### config.mk
export PLATFORM = sky130hd
export DESIGN_NAME = ctl_flock
export DESIGN_NICKNAME = d
export VERILOG_FILES = /design/src/rtl/ctl_flock_pkg.sv /design/src/rtl/ctl_flock_ch.sv /design/src/rtl/ctl_flock.sv
export SDC_FILE = /design/constraint.sdc
export NUM_CORES = 1
export LEC_CHECK = 0
export CAP_MARGIN = 20
export CORE_UTILIZATION = 50
export CTS_CLUSTER_DIAMETER = 100
export DETAILED_ROUTE_END_ITERATION = 12
export PLACE_DENSITY = 0.78
export REMOVE_ABC_BUFFERS = 1
export SYNTH_ARGS = -nofsm -noshare
export SYNTH_HDL_FRONTEND = slang
export SYNTH_SLANG_ARGS = --single-unit
### constraint.sdc
create_clock -name clk -period 7.5 [get_ports clk]
set_clock_uncertainty 0.05 [all_clocks]
set_input_delay 1.125 -clock clk [delete_from_list [all_inputs] [get_ports clk]]
set_output_delay 1.125 -clock clk [all_outputs]
set_load 0.1 [all_outputs]
### src/rtl/ctl_flock_pkg.sv
// Shared types and default constants for the multi-channel duck flight controller.
package ctl_flock_pkg;

   typedef enum logic [2:0] {
      IDLE,
      LAUNCH,
      FLY,
      ESCAPE,
      HIT,
      FALL,
      DONE
   } ch_state_e;

   localparam int unsigned SCREEN_W_DEFAULT    = 1024;
   localparam int unsigned SCREEN_H_DEFAULT    = 768;
   localparam int unsigned V_SPD_DEFAULT       = 15;
   localparam int unsigned FALL_SPD_DEFAULT    = 8;
   localparam int unsigned HIT_PAUSE_DEFAULT   = 30;
   localparam int unsigned FLY_TIMEOUT_DEFAULT = 600;
   localparam int unsigned REFL_W              = 5;
   localparam int unsigned CNT_W               = 16;

endpackage

### src/rtl/ctl_flock_ch.sv
// One duck flight channel: launch, bounce, escape, hit freeze and fall.
module ctl_flock_ch
   import ctl_flock_pkg::*;
#(
   parameter int unsigned X_W         = 11,
   parameter int unsigned Y_W         = 11,
   parameter int unsigned SCREEN_W    = SCREEN_W_DEFAULT,
   parameter int unsigned SCREEN_H    = SCREEN_H_DEFAULT,
   parameter int unsigned SPD_W       = 5,
   parameter int unsigned DEF_V_SPD   = V_SPD_DEFAULT,
   parameter int unsigned FALL_SPD    = FALL_SPD_DEFAULT,
   parameter int unsigned HIT_PAUSE   = HIT_PAUSE_DEFAULT,
   parameter int unsigned FLY_TIMEOUT = FLY_TIMEOUT_DEFAULT
) (
   input  logic              clk,
   input  logic              rst_n,
   input  logic              new_frame,
   input  logic              launch,
   input  logic              hit,
   input  logic              direction,
   input  logic [REFL_W-1:0] reflections,
   input  logic [SPD_W-1:0]  v_spd,
   input  logic [SPD_W-1:0]  h_spd,
   input  logic [X_W-1:0]    start_x,
   output logic [X_W-1:0]    x,
   output logic [Y_W-1:0]    y,
   output logic              show,
   output logic              duck_hit,
   output logic              escaped,
   output logic              down,
   output logic              busy
);

   localparam logic signed [X_W:0] X_MAX_S   = (X_W+1)'(SCREEN_W - 1);
   localparam logic signed [Y_W:0] Y_MAX_S   = (Y_W+1)'(SCREEN_H);
   localparam logic [REFL_W-1:0]   BOUNCE_MAX = '1;

   ch_state_e          state_q, state_n;
   logic [X_W-1:0]     x_n;
   logic [Y_W-1:0]     y_n;
   logic               dx_q, dx_n;
   logic               dy_q, dy_n;
   logic [SPD_W-1:0]   h_q, h_n;
   logic [SPD_W-1:0]   v_q, v_n;
   logic [REFL_W-1:0]  refl_q, refl_n;
   logic [REFL_W-1:0]  bc_q, bc_n;
   logic [CNT_W-1:0]   fc_q, fc_n;
   logic               show_n, duck_hit_n, escaped_n, down_n, busy_n;
   logic signed [X_W:0] nx;
   logic signed [Y_W:0] ny;
   logic               flip;

   // State and datapath registers
   always_ff @(posedge clk or negedge rst_n) begin
      if (!rst_n) begin
         state_q  <= IDLE;
         x        <= '0;
         y        <= '0;
         dx_q     <= 1'b0;
         dy_q     <= 1'b0;
         h_q      <= '0;
         v_q      <= '0;
         refl_q   <= '0;
         bc_q     <= '0;
         fc_q     <= '0;
         show     <= 1'b0;
         duck_hit <= 1'b0;
         escaped  <= 1'b0;
         down     <= 1'b0;
         busy     <= 1'b0;
      end else begin
         state_q  <= state_n;
         x        <= x_n;
         y        <= y_n;
         dx_q     <= dx_n;
         dy_q     <= dy_n;
         h_q      <= h_n;
         v_q      <= v_n;
         refl_q   <= refl_n;
         bc_q     <= bc_n;
         fc_q     <= fc_n;
         show     <= show_n;
         duck_hit <= duck_hit_n;
         escaped  <= escaped_n;
         down     <= down_n;
         busy     <= busy_n;
      end
   end

   // Next-state, motion and registered flag decode
   always_comb begin
      state_n   = state_q;
      x_n       = x;
      y_n       = y;
      dx_n      = dx_q;
      dy_n      = dy_q;
      h_n       = h_q;
      v_n       = v_q;
      refl_n    = refl_q;
      bc_n      = bc_q;
      fc_n      = fc_q;
      escaped_n = 1'b0;
      down_n    = 1'b0;
      flip      = 1'b0;

      nx = dx_q ? $signed((X_W+1)'(x)) + $signed((X_W+1)'(h_q))
                : $signed((X_W+1)'(x)) - $signed((X_W+1)'(h_q));
      ny = dy_q ? $signed((Y_W+1)'(y)) + $signed((Y_W+1)'(v_q))
                : $signed((Y_W+1)'(y)) - $signed((Y_W+1)'(v_q));

      case (state_q)
         IDLE: begin
            if (launch) state_n = LAUNCH;
         end
         LAUNCH: begin
            x_n     = (start_x > X_W'(SCREEN_W - 1)) ? X_W'(SCREEN_W - 1) : start_x;
            y_n     = Y_W'(SCREEN_H);
            h_n     = h_spd;
            v_n     = (v_spd == '0) ? SPD_W'(DEF_V_SPD) : v_spd;
            refl_n  = reflections;
            dx_n    = direction;
            dy_n    = 1'b0;
            fc_n    = '0;
            bc_n    = '0;
            state_n = FLY;
         end
         FLY: begin
            if (hit) begin
               state_n = HIT;
               fc_n    = '0;
            end else if (new_frame) begin
               fc_n = fc_q + CNT_W'(1);
               // Timeout preempts this frame's motion and any edge event
               if (fc_n >= CNT_W'(FLY_TIMEOUT)) begin
                  state_n = ESCAPE;
               end else begin
                  if (nx < 0) begin
                     x_n  = '0;
                     dx_n = ~dx_q;
                     flip = 1'b1;
                  end else if (nx > X_MAX_S) begin
                     x_n  = X_W'(SCREEN_W - 1);
                     dx_n = ~dx_q;
                     flip = 1'b1;
                  end else begin
                     x_n = X_W'(nx);
                  end
                  if (ny > Y_MAX_S) begin
                     y_n  = Y_W'(SCREEN_H);
                     dy_n = 1'b0;
                     flip = 1'b1;
                  end else if (ny < 0) begin
                     y_n = '0;
                     if (bc_q < refl_q) begin
                        dy_n = 1'b1;
                        flip = 1'b1;
                     end else begin
                        state_n = ESCAPE;
                     end
                  end else begin
                     y_n = Y_W'(ny);
                  end
                  if (flip && (bc_q != BOUNCE_MAX)) bc_n = bc_q + REFL_W'(1);
               end
            end
         end
         ESCAPE: begin
            if (hit) begin
               state_n = HIT;
               fc_n    = '0;
            end else if (new_frame) begin
               if (y <= Y_W'(v_q)) begin
                  y_n       = '0;
                  escaped_n = 1'b1;
                  state_n   = DONE;
               end else begin
                  y_n = y - Y_W'(v_q);
               end
            end
         end
         HIT: begin
            if (new_frame) begin
               fc_n = fc_q + CNT_W'(1);
               if (fc_n >= CNT_W'(HIT_PAUSE)) begin
                  fc_n    = '0;
                  state_n = FALL;
               end
            end
         end
         FALL: begin
            if (new_frame) begin
               if (((Y_W+1)'(y) + (Y_W+1)'(FALL_SPD)) >= (Y_W+1)'(SCREEN_H)) begin
                  y_n     = Y_W'(SCREEN_H);
                  down_n  = 1'b1;
                  state_n = DONE;
               end else begin
                  y_n = y + Y_W'(FALL_SPD);
               end
            end
         end
         DONE: begin
            state_n = IDLE;
         end
         default: begin
            state_n = IDLE;
         end
      endcase

      show_n     = (state_n == FLY) || (state_n == ESCAPE) || (state_n == HIT) || (state_n == FALL);
      duck_hit_n = (state_n == HIT) || (state_n == FALL);
      busy_n     = (state_n != IDLE);
   end

endmodule

### src/rtl/ctl_flock.sv
// Multi-channel duck position controller: one independent flight channel per duck.
module ctl_flock
   import ctl_flock_pkg::*;
#(
   parameter int unsigned NUM_DUCKS   = 2,
   parameter int unsigned X_W         = 11,
   parameter int unsigned Y_W         = 11,
   parameter int unsigned SCREEN_W    = SCREEN_W_DEFAULT,
   parameter int unsigned SCREEN_H    = SCREEN_H_DEFAULT,
   parameter int unsigned SPD_W       = 5,
   parameter int unsigned DEF_V_SPD   = V_SPD_DEFAULT,
   parameter int unsigned FALL_SPD    = FALL_SPD_DEFAULT,
   parameter int unsigned HIT_PAUSE   = HIT_PAUSE_DEFAULT,
   parameter int unsigned FLY_TIMEOUT = FLY_TIMEOUT_DEFAULT
) (
   input  logic                          clk,
   input  logic                          rst_n,
   input  logic                          new_frame,
   input  logic [NUM_DUCKS-1:0]          launch,
   input  logic [NUM_DUCKS-1:0]          hit,
   input  logic [NUM_DUCKS-1:0]          duck_direction,
   input  logic [NUM_DUCKS*REFL_W-1:0]   reflections,
   input  logic [NUM_DUCKS*SPD_W-1:0]    duck_v_spd,
   input  logic [NUM_DUCKS*SPD_W-1:0]    duck_h_spd,
   input  logic [NUM_DUCKS*X_W-1:0]      duck_start_x,
   output logic [NUM_DUCKS*X_W-1:0]      duck_x,
   output logic [NUM_DUCKS*Y_W-1:0]      duck_y,
   output logic [NUM_DUCKS-1:0]          duck_show,
   output logic [NUM_DUCKS-1:0]          duck_hit,
   output logic [NUM_DUCKS-1:0]          duck_escaped,
   output logic [NUM_DUCKS-1:0]          duck_down,
   output logic [NUM_DUCKS-1:0]          busy
);

   for (genvar i = 0; i < NUM_DUCKS; i++) begin : g_ch
      ctl_flock_ch #(
         .X_W        (X_W),
         .Y_W        (Y_W),
         .SCREEN_W   (SCREEN_W),
         .SCREEN_H   (SCREEN_H),
         .SPD_W      (SPD_W),
         .DEF_V_SPD  (DEF_V_SPD),
         .FALL_SPD   (FALL_SPD),
         .HIT_PAUSE  (HIT_PAUSE),
         .FLY_TIMEOUT(FLY_TIMEOUT)
      ) u_ch (
         .clk        (clk),
         .rst_n      (rst_n),
         .new_frame  (new_frame),
         .launch     (launch[i]),
         .hit        (hit[i]),
         .direction  (duck_direction[i]),
         .reflections(reflections[i*REFL_W +: REFL_W]),
         .v_spd      (duck_v_spd[i*SPD_W +: SPD_W]),
         .h_spd      (duck_h_spd[i*SPD_W +: SPD_W]),
         .start_x    (duck_start_x[i*X_W +: X_W]),
         .x          (duck_x[i*X_W +: X_W]),
         .y          (duck_y[i*Y_W +: Y_W]),
         .show       (duck_show[i]),
         .duck_hit   (duck_hit[i]),
         .escaped    (duck_escaped[i]),
         .down       (duck_down[i]),
         .busy       (busy[i])
      );
   end

endmodule

==> results of run 1 <==
flip-flops by register name (all words and copies together) (netlist names), 6 cells and up:
| register | flops |
|---|---|
| g_ch.u_ch.y | 22 |
| g_ch.u_ch.bc_q | 10 |
| g_ch.u_ch.h_q | 10 |
| g_ch.u_ch.refl_q | 10 |
| g_ch.u_ch.fc_q | 32 |
| g_ch.u_ch.x | 22 |
| g_ch.u_ch.v_q | 10 |
| g_ch.u_ch.state_q | 6 |
layer usage:
metal	vias to the layer above	wire length [microns]	GRT usage, %
li1	5291	-	-
met1	5248	13200	34.2
met2	426	14400	43.0
met3	76	1780	4.31
met4	0	969	11.0
met5	-	0	0
worst paths after layout:
| path | startpoint | endpoint | slack [ns] | depth (start not counted) |
|---|---|---|---|---|
| max | g_ch[1].u_ch.h_q[0]$_DFFE_PN0P_ | g_ch[1].u_ch.bc_q[3]$_DFFE_PN0P_ | 3.19 | 15 |
| min | g_ch[0].u_ch.refl_q[0]$_DFFE_PN0P_ | g_ch[0].u_ch.refl_q[0]$_DFFE_PN0P_ | 0.43 | 2 |
| max reg2reg | g_ch[1].u_ch.h_q[0]$_DFFE_PN0P_ | g_ch[1].u_ch.bc_q[3]$_DFFE_PN0P_ | 3.19 | 15 |
| min reg2reg | g_ch[0].u_ch.refl_q[0]$_DFFE_PN0P_ | g_ch[0].u_ch.refl_q[0]$_DFFE_PN0P_ | 0.43 | 2 |
| max in group asynchronous | rst_n | g_ch[1].u_ch.y[1]$_DFFE_PN0P_ | 5.46 | 2 |
| min in group asynchronous | rst_n | g_ch[0].u_ch.h_q[3]$_DFFE_PN0P_ | 0.66 | 1 |
power groups by stage:
stage,combinational [mW],sequential [mW],clock (mW)
final,4.49,1.28,0.871
after global routing,4.89,1.31,0.915
after CTS,4.44,1.27,0.884
after detailed placement,4.40,1.28,0
after global placement,4.32,1.27,0
after floorplan,2.65,1.96,0
worst register-to-register path, stage by stage (launching register included):
cell      delay, ns
dfrtp_1        0.40
inv_1          0.08
ha_1           0.17
nor3b_1        0.28
ha_1           0.29
mux2_2         0.26
ha_1           0.34
a211oi_1       0.28
o21ai_0        0.14
a221oi_1       0.41
mux2i_1        0.16
nor2_1         0.58
nand3b_1       0.14
a211oi_1       0.37
or4_1          0.18
a21oi_1        0.07
Yosys cell counts (11+ instances only):
cell | instances | area, sq um
nand3_1 | 35 | 175
nor2_1 | 125 | 469
a31oi_1 | 15 | 93.8
dfrtp_1 | 136 | 3400
nand2b_1 | 31 | 194
a211oi_1 | 18 | 135
clkbuf_1 | 54 | 203
nor4_1 | 14 | 87.6
inv_1 | 73 | 274
nand2_1 | 130 | 488
a21o_1 | 30 | 225
mux2_2 | 13 | 146
o21bai_1 | 11 | 82.6
xor2_1 | 19 | 166
nand4_1 | 11 | 68.8
and3_1 | 28 | 175
ha_1 | 72 | 901
o31ai_1 | 33 | 248
nor3_1 | 32 | 160
o21a_1 | 24 | 180
a21oi_1 | 82 | 410
and2_1 | 14 | 87.6
xnor2_1 | 25 | 219
o21ai_0 | 139 | 696
nor2b_1 | 23 | 144
mux2i_1 | 13 | 130
final cells by class:
class / instances / area [sq um] / area share, %
Inverter: 75 / 282 / 2.14
Timing Repair Buffer: 119 / 1180 / 8.95
Tap cell: 280 / 350 / 2.66
Multi-Input combinational cell: 1122 / 7360 / 55.8
Sequential cell: 136 / 3400 / 25.8
Clock buffer: 22 / 484 / 3.67
Clock inverter: 8 / 120 / 0.912
kinds of logic after synthesis:
family | share of synthesized area (%)
and+or+nand+nor | 22.0
AOI/OAI and AO/OA | 27.7
muxes | 2.52
buffers and inverters | 5.66
xor gates and xnor gates | 3.38
DFF | 29.8
adders and majority gates | 8.95
stage by stage:
stage               setup slack (ns)  hold slack, ns  utilization, %  area (sq um)  std cells
floorplan                       3.53           0.397               -         11000       1333
global placement                3.42           0.411            56.9         12600       1732
detailed placement              3.29           0.413            56.9         12600       1732
CTS                             3.29           0.429            59.6         13200       1762
global route                    2.89           0.463            59.6         13200       1762
finish                          3.19           0.425            59.6         13200       1762
==> metrics.md, run 1 <==
| Metric | Value |
|---|---|
| Status | `complete, but fails checks` |
| Failing checks | `DRC` |
| First-pass GRT wire length | `roughly 50000 microns` |
| # H-tree levels | `4` |
| Share of layout cells above drive strength 1 | `5.33%` |
| Vias in the first global route | `10500` |
| Post-CTS Setup Bufs | `0` |
| # setup viols final | `0` |
| Largest stage delay, worst path | `roughly 0.58 ns` |
| DRT iter0 DRCs | `about 750` |
| Via count | `approximately 11000` |
| CTS tree | `done` |
| Root Driver | `clkbuf_16` |
| Hold/Removal Path Class | `reg -> reg` |
| Placer congestion estimate | `between 0.9 and 1` |
| Max cap viols | `0` |
| Number of enable flip-flop cells after synthesis | `0` |
| LEAKAGE | `5.69 nW` |
| DRT Pass-1 Iters | `11` |
| Initial Util | `around half` |
| ANT nets after route | `0` |
| Minimum clock period | `between 4 and 5 ns` |
| CP bufs+invs | `1` |
| DR DRC count | `1` |
| CP cell instances | `inv_1, ha_1, nor3b_1, ha_1, mux2_2, ha_1, a211oi_1, o21ai_0, a221oi_1, mux2i_1, nor2_1, nand3b_1, a211oi_1, or4_1, a21oi_1` |
| Io pins | `115` |
| Drt total wl | `between 30000 and 40000 microns` |
| Tot Pwr | `roughly 6.6 mW` |
| Commonest cells after routing, fill and taps aside | `o21ai_0 (139), dfrtp_1 (136), nand2_1 (130)` |
| Vias per Instance | `between 6 and 7` |
| Longest Clk Path Bufs | `2` |
| Die Y | `approximately 150 microns` |
| Sw power | `3.54 mW` |
| CP delay by family, top | `compound AO/OA/AOI/OAI gates` |
| Total global-route track usage | `between 20% and 30%` |
| Worst Path Required | `a little under 8 ns` |
| Setup TNS | `0 ns` |
| Worst path most repeated cell | `ha_1` |
| Slew headroom | `a little under 30%` |
| Peak VDD IR | `between 0.0003 and 0.0004 V` |
| Switching Share | `53.3%` |
| CTS Buf Count | `17` |
| Crit Path Max Fanout | `11` |
| Post-CTS Hold Fix Bufs | `0` |
| Full die area | `between 20000 and 25000 sq um` |
| Fin nets | `about 1600` |
| Ant diodes | `0` |
| Synth Flop Type | `dfrtp_1` |
| Crit path capture type | `register` |
| Post-Syn Area per Cell | `8.07 sq um` |
| RSZ-0062 raised after global routing | `no` |
| Grt ovf | `0` |
| CP arrival | `4.56 ns` |
| Fill count | `1918` |
| # rows | `54` |
| Clock sink count | `136` |
| Final slew viol count | `0` |
| Slowest cell on the critical path | `nor2_1` |
| Critical path class | `reg -> reg` |
| Worst-Margin Slew | `around 1.1 ns` |
| # port buffers | `114` |
| Clock power share | `13.1%` |
| Fin crit share | `57.5%` |
| Seq/Total Area, Yosys | `between 20 and 30%` |
| Synth warn | `0` |
| Clk slew on worst S/H paths | `~0.06 ns` |
| Post-Syn Instances | `about 1400` |
| Fmax | `~230 MHz` |
| Die width | `153 microns` |
| Final HPWL from detailed placement | `between 20000 and 25000 microns` |
| Most common cell after layout, fill and taps aside | `o21ai_0` |
| Internal Power | `3.10 mW` |
| FFs w/ async S/R, synth | `100%` |
| CP Launch Type | `register` |
| Pwr Density | `about 500 nW/um^2` |
| WL/cell | `17.2 microns` |
| Core area | `~22000 sq um` |
| FF+latch count, synth | `136` |
| Final Hold Viols | `0` |
| Largest net degree at the start of global routing | `77` |
| Resize count post-CTS | `0` |
| Count of unique library cells instantiated by Yosys | `93` |
| Gate power share | `between 60 and 70%` |
| Sequential group share of total power | `between 10% and 20%` |
| Clock Latency Late Sink | `about 0.42 ns` |
| Netlist Area Pre-Place | `approximately 11000 sq um` |
| Initial antenna violation count | `0` |
| Area Growth Syn to Fin | `15.5%` |
Power figures use the tool's default switching activity.
==> inputs of run 2 (changes only) <==
--- a/config.mk
+++ b/config.mk
@@ -9,7 +9,7 @@
 export CORE_UTILIZATION = 50
 export CTS_CLUSTER_DIAMETER = 100
 export DETAILED_ROUTE_END_ITERATION = 12
-export PLACE_DENSITY = 0.78
+export PLACE_DENSITY = 0.81
 export REMOVE_ABC_BUFFERS = 1
 export SYNTH_ARGS = -nofsm -noshare
 export SYNTH_HDL_FRONTEND = slang
==> constraint.sdc (replaced) <==
create_clock -name clk -period 3.9 [get_ports clk]
set_clock_uncertainty 0.05 [all_clocks]
set_input_delay 0.585 -clock clk [delete_from_list [all_inputs] [get_ports clk]]
set_output_delay 0.585 -clock clk [all_outputs]
set_load 0.1 [all_outputs]
==> run 2 against run 1 <==
The flow now finishes without violations. Sequential share of layout area down 0.82 points. Largest power group unchanged. Critical path depth unchanged. Combinational power up 100%. Register-to-register slack worse by 3.1 ns. Global-route usage up 0.25 points. Power up 100%. Utilization up 2.0 points. Clock power up 110%. Final area up 3.3%. Count of clock-buffer cells in the layout down 4.
==> metrics.md, run 2 (synthesis results as in run 1) <==
| Metric | Value |
|---|---|
| Status | `finished clean` |
| CP cell instances | `inv_2, ha_4, and3_4, ha_4, mux2_4, ha_4, o211ai_1, nor3_1, nor2_1, xnor2_1, or4b_4, a31o_4, or2_4, a211o_1, mux2i_1` |
| Io pins | `115 (unchanged)` |
| Core area | `22100 sq um (unchanged)` |
| Vias per Instance | `6.20 (-1.1%)` |
| Crit path capture type | `register` |
| Initial Util | `51.6% (unchanged)` |
| ANT nets after route | `0 (unchanged)` |
| Clk slew on worst S/H paths | `0.07 ns (about the same)` |
| Largest Register | `g_ch.u_ch.fc_q` |
| Final HPWL from detailed placement | `22500 microns (+1.8%)` |
| Hold_ws | `0.172 ns (-0.253 ns)` |
| Longest Clk Path Bufs | `2 (unchanged)` |
| DR DRC count | `0 (-1)` |
| Via count | `11100 (+0.53%)` |
| RSZ-0062 raised after global routing | `yes` |
| Worst Path Required | `4.22 ns (-3.52 ns)` |
| CP delay by family, top | `simple AND/OR/NAND/NOR gates` |
| Cells on worst reg2reg path | `15 (unchanged)` |
| Die Y | `153 microns (unchanged)` |
| # setup viols final | `0 (unchanged)` |
| Most common cell after layout, fill and taps aside | `o21ai_0` |
| Fmax | `263 MHz (+14%)` |
| Share of layout cells above drive strength 1 | `8.60% (+3.3 points)` |
| WL/cell | `17.3 microns (+0.42%)` |
| Largest stage delay, worst path | `0.55 ns (-0.03 ns)` |
| CTS Buf Count | `17 (unchanged)` |
| # H-tree levels | `4 (unchanged)` |
| CP bufs+invs | `1 (unchanged)` |
| Tot Pwr | `13.4 mW (+100%)` |
| Setup TNS | `0 ns (unchanged)` |
| Max cap viols | `0 (unchanged)` |
| Reg-to-reg slack, setup | `0.10 ns (-3.09 ns)` |
| Grt ovf | `0 (unchanged)` |
| Reg2Reg Capture Point | `g_ch[1].u_ch.y[0]$_DFFE_PN0P_` |
| Placer congestion estimate | `0.923 (-5.2%)` |
| Peak VDD IR | `0.000820 V (+110%)` |
| Final worst slack | `0.101 ns (-3.09 ns)` |
| Pwr Density | `988 nW/um^2 (+96%)` |
| Max reg flops | `32 (unchanged)` |
| Total global-route track usage | `26.5% (+0.25 points)` |
| Fin crit share | `97.4% (+40 points)` |
| Largest net degree at the start of global routing | `92 (+19%)` |
| Slowest cell on the critical path | `or4b_4` |
| Post-CTS Hold Fix Bufs | `0 (unchanged)` |
| Post-DP Area | `12800 sq um (+1.5%)` |
| Placed Cells | `1755 (+1.3%)` |
| Dpl ws | `-0.0998 ns (-3.39 ns)` |
| Top flop regs | `g_ch.u_ch.fc_q (32), g_ch.u_ch.x (22), g_ch.u_ch.y (22)` |
| Minimum clock period | `3.80 ns (-0.514 ns)` |
| LEAKAGE | `5.87 nW (+3.2%)` |
| Drt total wl | `31000 microns (+2.1%)` |
| Clock Latency Late Sink | `0.44 ns (+0.02 ns)` |
| CP Launch Type | `register` |
| Non-Filler Instances | `1791 (+1.6%)` |
| First-pass GRT wire length | `51100 microns (+0.28%)` |
| Crit Path Max Fanout | `6 (-5)` |
| Fin nets | `1637 (+1.7%)` |
| DRT Pass-1 Iters | `5 (-6)` |
| DRT iter0 DRCs | `758 (+1.5%)` |
| Final Hold Viols | `0 (unchanged)` |
| Vias in the first global route | `10700 (+1.8%)` |
| Ant diodes | `0 (unchanged)` |
| # rows | `54 (unchanged)` |
| Area Growth Syn to Fin | `19.3%` |
| Clock sink count | `136 (unchanged)` |
| Commonest cells after routing, fill and taps aside | `o21ai_0 (137), dfrtp_1 (136), nand2_1 (130)` |
| Full die area | `23400 sq um (unchanged)` |
| Die width | `153 microns (unchanged)` |
| Final core occ | `61.6% (+2.0 points)` |
| # port buffers | `114 (unchanged)` |
| Final instance area | `13600 sq um (+3.3%)` |
| CTS tree | `done` |
| Slew headroom | `30.6% (+1.3 points)` |
| Final slew viol count | `0 (unchanged)` |
| Hold/Removal Path Class | `in -> async` |
| Reg2reg start | `g_ch[1].u_ch.v_q[1]$_DFFE_PN0P_` |
| Worst path most repeated cell | `ha_4` |
| Worst-Margin Slew | `1.04 ns (-0.0193 ns)` |
| CP arrival | `4.12 ns (-0.44 ns)` |
| Critical path class | `reg -> reg` |
| Root Driver | `clkbuf_16` |
| Initial antenna violation count | `0 (unchanged)` |
run 2: worst max path at each step:
stage,from,to,cells past startpoint
final,g_ch[1].u_ch.v_q[1]$_DFFE_PN0P_,g_ch[1].u_ch.y[0]$_DFFE_PN0P_,15
after global routing,g_ch[1].u_ch.v_q[0]$_DFFE_PN0P_,g_ch[1].u_ch.y[0]$_DFFE_PN0P_,15
after CTS,g_ch[1].u_ch.v_q[1]$_DFFE_PN0P_,g_ch[1].u_ch.y[0]$_DFFE_PN0P_,15
after detailed placement,g_ch[1].u_ch.v_q[1]$_DFFE_PN0P_,g_ch[1].u_ch.y[0]$_DFFE_PN0P_,15
after global placement,g_ch[1].u_ch.v_q[1]$_DFFE_PN0P_,g_ch[1].u_ch.y[0]$_DFFE_PN0P_,15
after floorplan,g_ch[0].u_ch.y[3]$_DFFE_PN0P_,g_ch[0].u_ch.bc_q[0]$_DFFE_PN0P_,10
run 2: layer usage:
| layer | up-vias | track usage (%) | routed length [microns] |
|---|---|---|---|
| li1 | 5347 | - | - |
| met1 | 5277 | 32.7 | 13200 |
| met2 | 406 | 46.4 | 15300 |
| met3 | 70 | 4.00 | 1640 |
| met4 | 0 | 10.1 | 776 |
| met5 | - | 0 | 0 |
run 2: final cells by class:
class                      instances  area (sq um)
sequential                       136          3400
multi-input combinational       1122          7520
inverter                          75           282
clock inverter                    14           219
clock buffer                      18           439
fill                            1860          8480
timing repair buffer             146          1400
tap                              280           350
run 2: what timing repair did:
action                                  CTS  global route
buffers inserted                          0             4
gates resized for setup                   5            25
endpoints found under the setup margin    7            32
pin swaps                                 3            12
run 2: worst reg2reg max path, cell delays in order, from the launching register on:
cell	delay [ns]
dfrtp_1	0.41
inv_2	0.09
ha_4	0.13
and3_4	0.19
ha_4	0.19
mux2_4	0.28
ha_4	0.24
o211ai_1	0.23
nor3_1	0.09
nor2_1	0.19
xnor2_1	0.12
or4b_4	0.55
a31o_4	0.27
or2_4	0.27
a211o_1	0.29
mux2i_1	0.13
run 2: power breakdown:
group          total, mW  internal (mW)  switching, mW
Combinational       9.17           3.43           5.74
Clock               1.83           1.16          0.672
Sequential          2.44           1.84          0.607
